<file path="config.mk">
export PLATFORM = sky130hd
export DESIGN_NAME = ripple_borrow_subtractor_seq
export DESIGN_NICKNAME = d
export VERILOG_FILES = /design/src/rtl/ripple_borrow_subtractor_seq_pkg.sv /design/src/rtl/ripple_borrow_subtractor_seq_fullsub.sv /design/src/rtl/ripple_borrow_subtractor_seq.sv
export SDC_FILE = /design/constraint.sdc
export NUM_CORES = 1
export LEC_CHECK = 0
export CAP_MARGIN = 20
export CORE_MARGIN = 5
export CORE_UTILIZATION = 53
export CTS_BUF_LIST = sky130_fd_sc_hd__clkbuf_16
export DETAILED_ROUTE_END_ITERATION = 8
export GPL_ROUTABILITY_DRIVEN = 0
export HOLD_SLACK_MARGIN = 0.06
export PLACE_DENSITY_LB_ADDON = 0.08
export RECOVER_POWER = 25
export SYNTH_ARGS = -nofsm -noshare
export SYNTH_HDL_FRONTEND = slang
export SYNTH_HIERARCHICAL = 1
export SYNTH_SLANG_ARGS = --single-unit
</file>
<file path="constraint.sdc">
create_clock -name clk1 -period 5.25 [get_ports clk1]
set_input_delay 0.7875 -clock clk1 [delete_from_list [all_inputs] [get_ports clk1]]
set_output_delay 0.7875 -clock clk1 [all_outputs]
set_load 0.005 [all_outputs]
</file>
<file path="src/rtl/ripple_borrow_subtractor_seq_pkg.sv">
// Shared state encoding and sizing helpers for the sequential ripple-borrow subtractor.
// Optional feature macro used by the top: SUB_OVERFLOW_EN.
package ripple_borrow_subtractor_seq_pkg;

  typedef enum logic [1:0] {
    IDLE = 2'd0,
    RUN  = 2'd1,
    DONE = 2'd2
  } state_e;

  localparam int DEFAULT_CHAINNUMBER = 8;
  localparam int DEFAULT_SLICE       = 2;

  // Width of a counter that indexes nSlices slices; never narrower than one bit.
  function automatic int sliceCntWidth(input int nSlices);
    return (nSlices > 1) ? $clog2(nSlices) : 1;
  endfunction

endpackage

</file>
<file path="src/rtl/ripple_borrow_subtractor_seq_fullsub.sv">
// One-bit full subtractor cell; SLICE copies form the per-cycle ripple-borrow chain.
module fullsubtractor_1
  import ripple_borrow_subtractor_seq_pkg::*;
(
  input  logic a,
  input  logic b,
  input  logic bin,
  output logic bout,
  output logic d
);

  assign d    = a ^ b ^ bin;
  assign bout = (~a & b) | (~(a ^ b) & bin);

endmodule

</file>
<file path="src/rtl/ripple_borrow_subtractor_seq.sv">
// Sequential subtractor resolving SLICE bits per clock through a ripple-borrow chain.
// Define SUB_OVERFLOW_EN to add the registered signed Overflow output.
module ripple_borrow_subtractor_seq
  import ripple_borrow_subtractor_seq_pkg::*;
#(
  parameter int CHAINNUMBER = DEFAULT_CHAINNUMBER,
  parameter int SLICE       = DEFAULT_SLICE
) (
  input  logic                   clk1,
  input  logic                   rst_n,
  input  logic                   in_valid,
  output logic                   in_ready,
  input  logic [CHAINNUMBER-1:0] X,
  input  logic [CHAINNUMBER-1:0] Y,
  input  logic                   Borrowin,
  output logic                   out_valid,
  input  logic                   out_ready,
  output logic [CHAINNUMBER-1:0] Diff,
  output logic                   Borrowout
`ifdef SUB_OVERFLOW_EN
  ,
  output logic                   Overflow
`endif
);

  localparam int NSLICES = CHAINNUMBER / SLICE;
  localparam int CNT_W   = sliceCntWidth(NSLICES);
  localparam logic [CNT_W-1:0] LAST_SLICE = CNT_W'(NSLICES - 1);

  state_e state_q, state_d;

  logic [CHAINNUMBER-1:0] minuend_q, minuend_d;
  logic [CHAINNUMBER-1:0] subtrahend_q, subtrahend_d;
  logic [CHAINNUMBER-1:0] diff_q, diff_d;
  logic                   borrow_q, borrow_d;
  logic [CNT_W-1:0]       sliceCnt_q, sliceCnt_d;

  logic [SLICE-1:0]       sliceA, sliceB, sliceDiff;
  logic [SLICE:0]         borrowChain;
  logic [CHAINNUMBER-1:0] minuendShift, subtrahendShift, diffShift;
  logic                   accept, lastSlice;

  assign accept    = in_valid & in_ready;
  assign lastSlice = (sliceCnt_q == LAST_SLICE);

  // Operands shift right each RUN cycle so the active slice always sits in the low bits.
  assign sliceA         = minuend_q[SLICE-1:0];
  assign sliceB         = subtrahend_q[SLICE-1:0];
  assign borrowChain[0] = borrow_q;

  for (genvar i = 0; i < SLICE; i++) begin : gCell
    fullsubtractor_1 uCell (
      .a    (sliceA[i]),
      .b    (sliceB[i]),
      .bin  (borrowChain[i]),
      .bout (borrowChain[i+1]),
      .d    (sliceDiff[i])
    );
  end

  // Result bits enter at the top so after NSLICES shifts the LSB slice lands at bit 0.
  if (CHAINNUMBER > SLICE) begin : gShift
    assign minuendShift    = {{SLICE{1'b0}}, minuend_q[CHAINNUMBER-1:SLICE]};
    assign subtrahendShift = {{SLICE{1'b0}}, subtrahend_q[CHAINNUMBER-1:SLICE]};
    assign diffShift       = {sliceDiff, diff_q[CHAINNUMBER-1:SLICE]};
  end else begin : gSingle
    assign minuendShift    = '0;
    assign subtrahendShift = '0;
    assign diffShift       = sliceDiff;
  end

  always_ff @(posedge clk1 or negedge rst_n) begin
    if (!rst_n) begin
      state_q <= IDLE;
    end else begin
      state_q <= state_d;
    end
  end

  always_comb begin
    state_d = state_q;
    unique case (state_q)
      IDLE:    if (accept)    state_d = RUN;
      RUN:     if (lastSlice) state_d = DONE;
      DONE:    if (out_ready) state_d = IDLE;
      default:                state_d = IDLE;
    endcase
  end

  always_comb begin
    minuend_d    = minuend_q;
    subtrahend_d = subtrahend_q;
    diff_d       = diff_q;
    borrow_d     = borrow_q;
    sliceCnt_d   = sliceCnt_q;
    if (accept) begin
      minuend_d    = X;
      subtrahend_d = Y;
      borrow_d     = Borrowin;
      sliceCnt_d   = '0;
    end else if (state_q == RUN) begin
      minuend_d    = minuendShift;
      subtrahend_d = subtrahendShift;
      diff_d       = diffShift;
      borrow_d     = borrowChain[SLICE];
      sliceCnt_d   = lastSlice ? '0 : sliceCnt_q + 1'b1;
    end
  end

  always_ff @(posedge clk1 or negedge rst_n) begin
    if (!rst_n) begin
      minuend_q    <= '0;
      subtrahend_q <= '0;
      diff_q       <= '0;
      borrow_q     <= 1'b0;
      sliceCnt_q   <= '0;
    end else begin
      minuend_q    <= minuend_d;
      subtrahend_q <= subtrahend_d;
      diff_q       <= diff_d;
      borrow_q     <= borrow_d;
      sliceCnt_q   <= sliceCnt_d;
    end
  end

`ifdef SUB_OVERFLOW_EN
  logic overflow_q, overflow_d;

  // In the final cycle the low slice holds the original MSBs of both operands.
  always_comb begin
    overflow_d = overflow_q;
    if (state_q == RUN && lastSlice) begin
      overflow_d = (minuend_q[SLICE-1] != subtrahend_q[SLICE-1]) &
                   (sliceDiff[SLICE-1] != minuend_q[SLICE-1]);
    end
  end

  always_ff @(posedge clk1 or negedge rst_n) begin
    if (!rst_n) begin
      overflow_q <= 1'b0;
    end else begin
      overflow_q <= overflow_d;
    end
  end

  assign Overflow = overflow_q;
`endif

  assign in_ready  = (state_q == IDLE);
  assign out_valid = (state_q == DONE);
  assign Diff      = diff_q;
  assign Borrowout = borrow_q;

endmodule
</file>
# --- After elaboration in Yosys (flattened, before gate mapping) ---
# Index checks and enable logic that the tools add are counted.
totals:
  regBits: 29
  input_bits: 21
  out_inout_bits: 11
  word_cells: 46
classes:
  add_sub_neg: 1
  eq_ne: 6
  n_mux: 13
  bitwise: 16
  n_reduce_logical: 4
op_table:
  columns: ["cell", "n"]
  rows:
  - ["$mux 8", 4]
  - ["$mux 2", 6]
  - ["$pmux 2 s3", 1]
  - ["$and 1x1->1", 5]
  - ["$not 1->1", 5]
  - ["$eq 2x2->1 const B", 2]
  - ["$ne 2x1->1 const B", 2]
  - ["$xor 1x1->1", 4]
  - ["$reduce_and 3->1", 1]
  - ["$add 2x1->2 const B", 1]
  - ["$eq 2x1->1 const B", 1]
  - ["$logic_not 2->1", 1]
  - ["$mux 1", 2]
  - ["$ne 2x2->1 const B", 1]
  - ["$or 1x1->1", 2]
  - ["$reduce_and 2->1", 1]
  - ["$reduce_bool 2->1", 1]

# --- Logic depth before layout (Yosys ltp) ---
# Gate-level depths: netlist (run 1).
logic_depth:
  ltp_word: 8
  ltp_mapped: 8
  depth_no_buf: 8

# --- Cells and area by module ---
# Netlist (run 1), hierarchy kept.
modules_own_cells:
  columns: ["mod", "n_inst", "cells_each", "area_each_um2", "seq_area_each_um2"]
  rows:
  - ["ripple_borrow_subtractor_seq", 1, 131, 1372.6, 725.7]
  - ["fullsubtractor_1", 2, 4, 31.3, 0.0]

# --- Least setup slack after synthesis (run 1) ---
# No wires, ideal clock.
synth_path:
  kind: "register to register"
  startpoint: "register minuend_q[0]"
  endpoint: "register diff_q[7] (netlist: Diff[7])"
  setup_time_ps: 125
  arrival_time_ps: 1563
  t_required_ps: 5125
  setup_slack_ps: 3562
  stages_incl_launch_ff: 6
  path_buffers: 0
  synth_period_minus_slack_ps: 1688
  path_cell_list: "dfrtp_1 fa_1 inv_1 inv_1 fa_1 mux2_4"
synth_via:
  elab_chain_cells: 5
  word_cells_on_any_way: 7
  classes_between: "7 x bitwise"
synth_lines:
  columns: ["element", "line", "text"]
  rows:
  - ["start, declared", "ripple_borrow_subtractor_seq.sv:32", "logic [CHAINNUMBER-1:0] minuend_q, minuend_d;"]
  - ["start signal, assigned", "ripple_borrow_subtractor_seq.sv:118", "minuend_q <= minuend_d;"]
  - ["$xor 1x1->1", "ripple_borrow_subtractor_seq_fullsub.sv:13", "assign bout = (~a & b) | (~(a ^ b) & bin);"]
  - ["$not 1->1", "ripple_borrow_subtractor_seq_fullsub.sv:13", null]
  - ["$and 1x1->1", "ripple_borrow_subtractor_seq_fullsub.sv:13", null]
  - ["$or 1x1->1 (*)", "ripple_borrow_subtractor_seq_fullsub.sv:13", null]
  - ["via borrowChain[1]", "ripple_borrow_subtractor_seq.sv:39", "logic [SLICE:0] borrowChain;"]
  - ["$xor 1x1->1 (*)", "ripple_borrow_subtractor_seq_fullsub.sv:12", "assign d = a ^ b ^ bin;"]
  - ["via diffShift[7]", "ripple_borrow_subtractor_seq.sv:40", "logic [CHAINNUMBER-1:0] minuendShift, subtrahendShift, diffShift;"]
  - ["end signal, assigned", "ripple_borrow_subtractor_seq.sv:120", "diff_q <= diff_d;"]
  - ["end, declared", "ripple_borrow_subtractor_seq.sv:34", "logic [CHAINNUMBER-1:0] diff_q, diff_d;"]
# The timed path passes the listed nets; every way through them passes the cells marked *.
# A chain may end at the register's enable or synchronous reset.

# --- Worst setup path after layout (run 1) ---
layout_path:
  startpoint: "register state_q[0]"
  endpoint: "output port out_valid"
layout_via:
  elab_chain_cells: 1
layout_lines:
  columns: ["element", "line", "text"]
  rows:
  - ["start, declared", "ripple_borrow_subtractor_seq.sv:30", "state_e state_q, state_d;"]
  - ["start signal, assigned", "ripple_borrow_subtractor_seq.sv:76", "state_q <= state_d;"]
  - ["$eq 2x2->1", "ripple_borrow_subtractor_seq.sv:150", "assign out_valid = (state_q == DONE);"]
  - ["end, declared", "ripple_borrow_subtractor_seq.sv:16", "output logic out_valid,"]
# No other way between the ends.

==> results of run 1 <==
## stage by stage
stage	util [%]	hold WS, ns	worst slack [ns]	std cells
after floorplan	-	0.455	3.56	139
after global placement	66.5	0.472	2.86	185
after detailed placement	66.5	0.482	2.82	185
after CTS	71.7	0.492	2.60	192
after global routing	71.6	0.509	2.48	192
final	71.6	0.496	2.60	192
## synthesized netlist by cell type
master	instances
dfrtp_1	29
nor3_1	24
o22ai_1	13
o21ai_0	11
inv_1	10
buf_4	9
nor2_1	9
o32ai_1	5
buf_2	4
mux2_2	4
mux2_4	4
nand2_1	4
buf_6	2
fa_1	2
nand2b_1	2
buf_1	1
ha_1	1
mux2i_1	1
nor2b_1	1
o2bb2ai_1	1
o31ai_1	1
or2_2	1
## metal layers
| metal | global-route usage, % | wire [um] | up-vias |
|---|---|---|---|
| met1 | 20.8 | 1270 | 530 |
| met3 | 5.99 | 202 | 5 |
| met5 | 0 | 0 | - |
| met2 | 29.1 | 1430 | 39 |
| li1 | - | - | 531 |
| met4 | 10.3 | 47 | 0 |
## state kept, by name, indices dropped and copies added (netlist names)
name          count
Diff              8
minuend_q         8
subtrahend_q      8
sliceCnt_q        2
state_q           2
Borrowout         1
## cells by family after synthesis
logic type,count (synthesis)
DFF,29
AOI/OAI and AO/OA,31
adders and majority gates,3
muxes,9
and+or+nand+nor,41
buffers and inverters,26
## worst min-delay path by stage
stage	from	slack, ns	to	cells after the start
after floorplan	sliceCnt_q[0]	0.45	sliceCnt_q[0]	1
after global placement	sliceCnt_q[0]	0.47	sliceCnt_q[0]	1
after detailed placement	sliceCnt_q[0]	0.48	sliceCnt_q[0]	1
after CTS	sliceCnt_q[0]	0.49	sliceCnt_q[0]	1
after global routing	Diff[0]	0.51	Diff[0]	1
final	sliceCnt_q[0]	0.50	sliceCnt_q[0]	1
## critical path: cells and delay by family (launching register included)
family | cells | cell delay (ns)
simple gates | 1 | 0.16
flops | 1 | 0.94
buf+inv | 1 | 0.49
## cell type report
class | count | area (um2)
clock buffers | 5 | 125
clock inverters | 2 | 7.51
fillers | 175 | 717
inverters | 10 | 37.5
multi-input cells | 84 | 558
flip-flops and latches | 29 | 726
well taps | 30 | 37.5
repair buffers | 32 | 314
## report_power, final
| part | internal, mW | total (mW) | switching, mW |
|---|---|---|---|
| logic | 0.269 | 0.468 | 0.199 |
| registers | 0.336 | 0.451 | 0.115 |
| clock network | 0.168 | 0.258 | 0.0900 |
| total | 0.773 | 1.18 | 0.404 |
==> results.json, run 1 <==
{
  "status": "finished with violations",
  "violations": "max-capacitance violations, max-slew violations",
  "rr_worst_depth": 2,
  "startpoint": "state_q[0]",
  "fmax_mhz": 377,
  "hp-class": "register to register",
  "ir_drop_uv": 480,
  "post_cts_buffers": 0,
  "track_usage_pct": 18.0,
  "yosys.area.top_type_share_pct": 50.6,
  "port_buffers": 31,
  "drive_gt1_share_pct": 8.64,
  "cts_tree": "done",
  "cp.required_ns": 4.46,
  "r2r_end": "Diff[3]",
  "yosysWarningCount": 6,
  "grt_pass1_vias": 1093,
  "clock_skew_ns": 0.00329,
  "final_common_cell": "clkdlybuf4s50_1",
  "slew_violations": 30,
  "clockBufferDepth": 2,
  "ys_ff_latch": 29,
  "first_iter_violations": 18,
  "reg2reg_from": "state_q[0]",
  "cts.sinks": 29,
  "yosys.area_share.simple_pct": 13.5,
  "die_w_um": 62.0,
  "finalHoldViolCount": 0,
  "cp_slowest_cell": "dfrtp_1",
  "core_area_um2": 2520,
  "synth_fa_ha_area_share_pct": 3.66,
  "cts-hold-fix-buffers": 0,
  "worst_pin_slew_ns": 1.55,
  "diodes": 0,
  "grt_pass1_wl_mm": 4.83,
  "die_area_um2": 3850,
  "setup_tns_ns": 0,
  "postLayoutCellArea_um2": 1810,
  "synth_cell_types": 22,
  "drc": 0,
  "antenna_found_initial": 0,
  "synthMuxAreaShare_pct": 8.02,
  "synth_cells": 139,
  "synth_top_family_by_area": "compound AO/OA/AOI/OAI gates",
  "routedWlPerCell_um": 15.4,
  "drt_first_pass_iters": 4,
  "vias": 1105,
  "fin_crit_sh_pct": 50.5,
  "worstPathArrival_ns": 1.86,
  "layout_common_cells": "30 x clkdlybuf4s50_1, 29 x dfrtp_1, 24 x nor3_1, 13 x o22ai_1",
  "worst_setup_path_end_kind": "output port",
  "slew_headroom_pct": -3.50,
  "synth_xor_area_share_pct": 0,
  "maxCapViolCount": 1,
  "overflow": 0,
  "ys_seq_area_share_pct": 50.6,
  "power_density_nw_per_um2": 652,
  "clkTransAtPathRegs_ns": 0.05,
  "crit_path_max_incr_delay_ns": 0.94,
  "crit_type": "register to output port",
  "io_pins": 32,
  "post-dp-hpwl_mm": 1.92,
  "start_kind": "register",
  "routed_via_density": 5.76,
  "setup_viol": 0,
  "r2r_slack_ns": 2.87,
  "rsz0062_at_grt": "false",
  "nets": 186,
  "initial_core_util_pct": 56.9,
  "cts_buffers": 5,
  "cp_cell_sequence": "nor2_1 -> clkdlybuf4s50_1",
  "syn_area_per_cell_um2": 10.3,
  "worstSkewPairLatency_ns": 0.27,
  "path_max_fanout": 31,
  "yosysTopAreaCell": "dfrtp_1",
  "power.total_mw": 1.18,
  "grt_max_degree": 32,
  "syn_area_um2": 1440,
  "crit_path_end": "out_valid",
  "fin_crit_ns": 2.65,
  "clock_tree.root_cell": "clkbuf_16",
  "p_leak_nw": 0.767,
  "rows": 18,
  "syn_nets": 163,
  "synthTopCellsByArea": "dfrtp_1 51%, nor3_1 8.4%, o22ai_1 5.7%",
  "dpl_cell_area_um2": 1680,
  "cts_resized": 0,
  "area_growth_pct": 25.8,
  "ant_nets": 0,
  "synth_compound_area_share_pct": 13.7,
  "h-tree-depth": 2,
  "wl_mm": 2.95,
  "fp.dieH_um": 62.0
}
(Power assumes the default switching activity.)
==> inputs of run 2 (changes only) <==
--- a/config.mk
+++ b/config.mk
@@ -7,7 +7,7 @@
 export LEC_CHECK = 0
 export CAP_MARGIN = 20
 export CORE_MARGIN = 5
-export CORE_UTILIZATION = 53
+export CORE_UTILIZATION = 49
 export CTS_BUF_LIST = sky130_fd_sc_hd__clkbuf_16
 export DETAILED_ROUTE_END_ITERATION = 8
 export GPL_ROUTABILITY_DRIVEN = 0
==> constraint.sdc (replaced) <==
create_clock -name clk1 -period 2.45 [get_ports clk1]
set_input_delay 0.3675 -clock clk1 [delete_from_list [all_inputs] [get_ports clk1]]
set_output_delay 0.3675 -clock clk1 [all_outputs]
set_load 0.005 [all_outputs]
==> results.json, run 2 (synthesis results as in run 1) <==
{
  "status": "finished with violations",
  "violations": "max-capacitance violations, max-slew violations",
  "m1WireLength_mm": 1.40,
  "die_w_um": 64.1,
  "io_pins": 32,
  "post_cts_buffers": 0,
  "ant_nets": 0,
  "path_max_fanout": 14,
  "maxCapViolCount": 1,
  "crit_type": "register to output port",
  "ir_drop_uv": 987,
  "startpoint": "state_q[1]",
  "p_comb_share_pct": 42.4,
  "clock_tree.root_cell": "clkbuf_16",
  "die_area_um2": 4110,
  "grt_pass1_wl_mm": 5.37,
  "instances_no_fill": 196,
  "pwr-share-clk_pct": 21.4,
  "clkTransAtPathRegs_ns": 0.05,
  "setup_tns_ns": 0,
  "finalHoldViolCount": 0,
  "worstPathArrival_ns": 1.78,
  "p_sw_mw": 0.880,
  "area_growth_pct": 27.5,
  "multi_input_comb_area_um2": 558,
  "pre_cts_slack_ns": 0.588,
  "diodes": 0,
  "overflow": 0,
  "start_kind": "register",
  "vias": 1115,
  "h-tree-depth": 2,
  "cts-hold-fix-buffers": 0,
  "fmax_mhz": 465,
  "fin_crit_ns": 2.15,
  "reg2reg_from": "minuend_q[0]",
  "core_area_um2": 2780,
  "nets": 189,
  "seq_power_share_pct": 36.2,
  "postLayoutCellArea_um2": 1830,
  "switching_share_pct": 34.5,
  "wl_mm": 3.13,
  "cts_tree": "done",
  "routed_via_density": 5.69,
  "slew_violations": 30,
  "final_common_cell": "clkdlybuf4s50_1",
  "cts_resized": 0,
  "setup_viol": 0,
  "slew_headroom_pct": -4.79,
  "worst_setup_path_end_kind": "output port",
  "initial_core_util_pct": 51.6,
  "drive_gt1_share_pct": 10.3,
  "worstSkewPairLatency_ns": 0.27,
  "fillers": 221,
  "layout_common_cells": "30 x clkdlybuf4s50_1, 29 x dfrtp_1, 24 x nor3_1, 13 x o22ai_1",
  "hp-class": "register to register",
  "track_usage_pct": 16.7,
  "clockBufferDepth": 2,
  "grt_max_degree": 30,
  "regArea_um2": 726,
  "clock_skew_ns": 0.00245,
  "dpl_cell_area_um2": 1700,
  "routed-wl-met2_mm": 1.46,
  "port_buffers": 31,
  "power_density_nw_per_um2": 1400,
  "r2r_slack_ns": 0.69,
  "grt_pass1_vias": 1182,
  "fin_crit_sh_pct": 87.7,
  "drt_first_pass_iters": 4,
  "worst_pin_slew_ns": 1.57,
  "rows": 19,
  "fin_ws_ns": 0.302,
  "rsz0062_at_grt": "false",
  "routed.top_layer": "met4",
  "p_leak_nw": 0.782,
  "first_iter_violations": 36,
  "cts.sinks": 29,
  "routedWlPerCell_um": 16.0,
  "fp.dieH_um": 64.1,
  "post-dp-hpwl_mm": 2.13,
  "power.total_mw": 2.55,
  "route.met3.wl_um": 178,
  "cts_buffers": 5,
  "hp-start": "Diff[0]",
  "antenna_found_initial": 0,
  "dp.cells": 189,
  "drc": 0,
  "p_int_mw": 1.67,
  "cp.required_ns": 2.08
}
[run 2: critical path, cell delays in order (launching register included)]
cell and delay [ns]:
dfrtp_1 0.49, inv_1 0.28, nor2_1 0.21, clkdlybuf4s50_1 0.53
[run 2: final cells by class]
type	count	area share [%]
well taps	31	2.12
clock buffers	5	6.84
inverters	10	2.05
repair buffers	35	18.4
clock inverters	2	0.410
flip-flops and latches	29	39.7
multi-input cells	84	30.5
[run 2: worst paths after layout]
check                           depth (start not counted)           end
worst min register to register                          1       Diff[0]
max in group asynchronous                               2  minuend_q[2]
worst min-delay path                                    1       Diff[0]
min in group asynchronous                               2       Diff[4]
worst max register to register                          5       Diff[7]
worst max-delay path                                    3     out_valid
[run 2: per-stage QoR]
step	hold slack, ns	util [%]
CTS	0.491	65.9
finish	0.504	65.8
detailed placement	0.481	61.1
floorplan	0.0719	-
global route	0.521	65.8
global placement	0.476	61.1
[run 2: per-layer routing]
layer / up-vias / GRT usage [%]
met5: - / 0
met2: 33 / 26.1
met4: 0 / 6.87
li1: 540 / -
met3: 10 / 5.95
met1: 532 / 20.9
[run 2: power by group through the flow]
| stage | sequential (mW) | combinational (mW) | clock, mW |
|---|---|---|---|
| after CTS | 0.926 | 1.09 | 0.556 |
| after floorplan | 0.856 | 0.888 | 0 |
| after global placement | 0.912 | 1.05 | 0 |
| after global routing | 0.961 | 1.21 | 0.589 |
| after detailed placement | 0.930 | 1.08 | 0 |
| final | 0.926 | 1.08 | 0.546 |
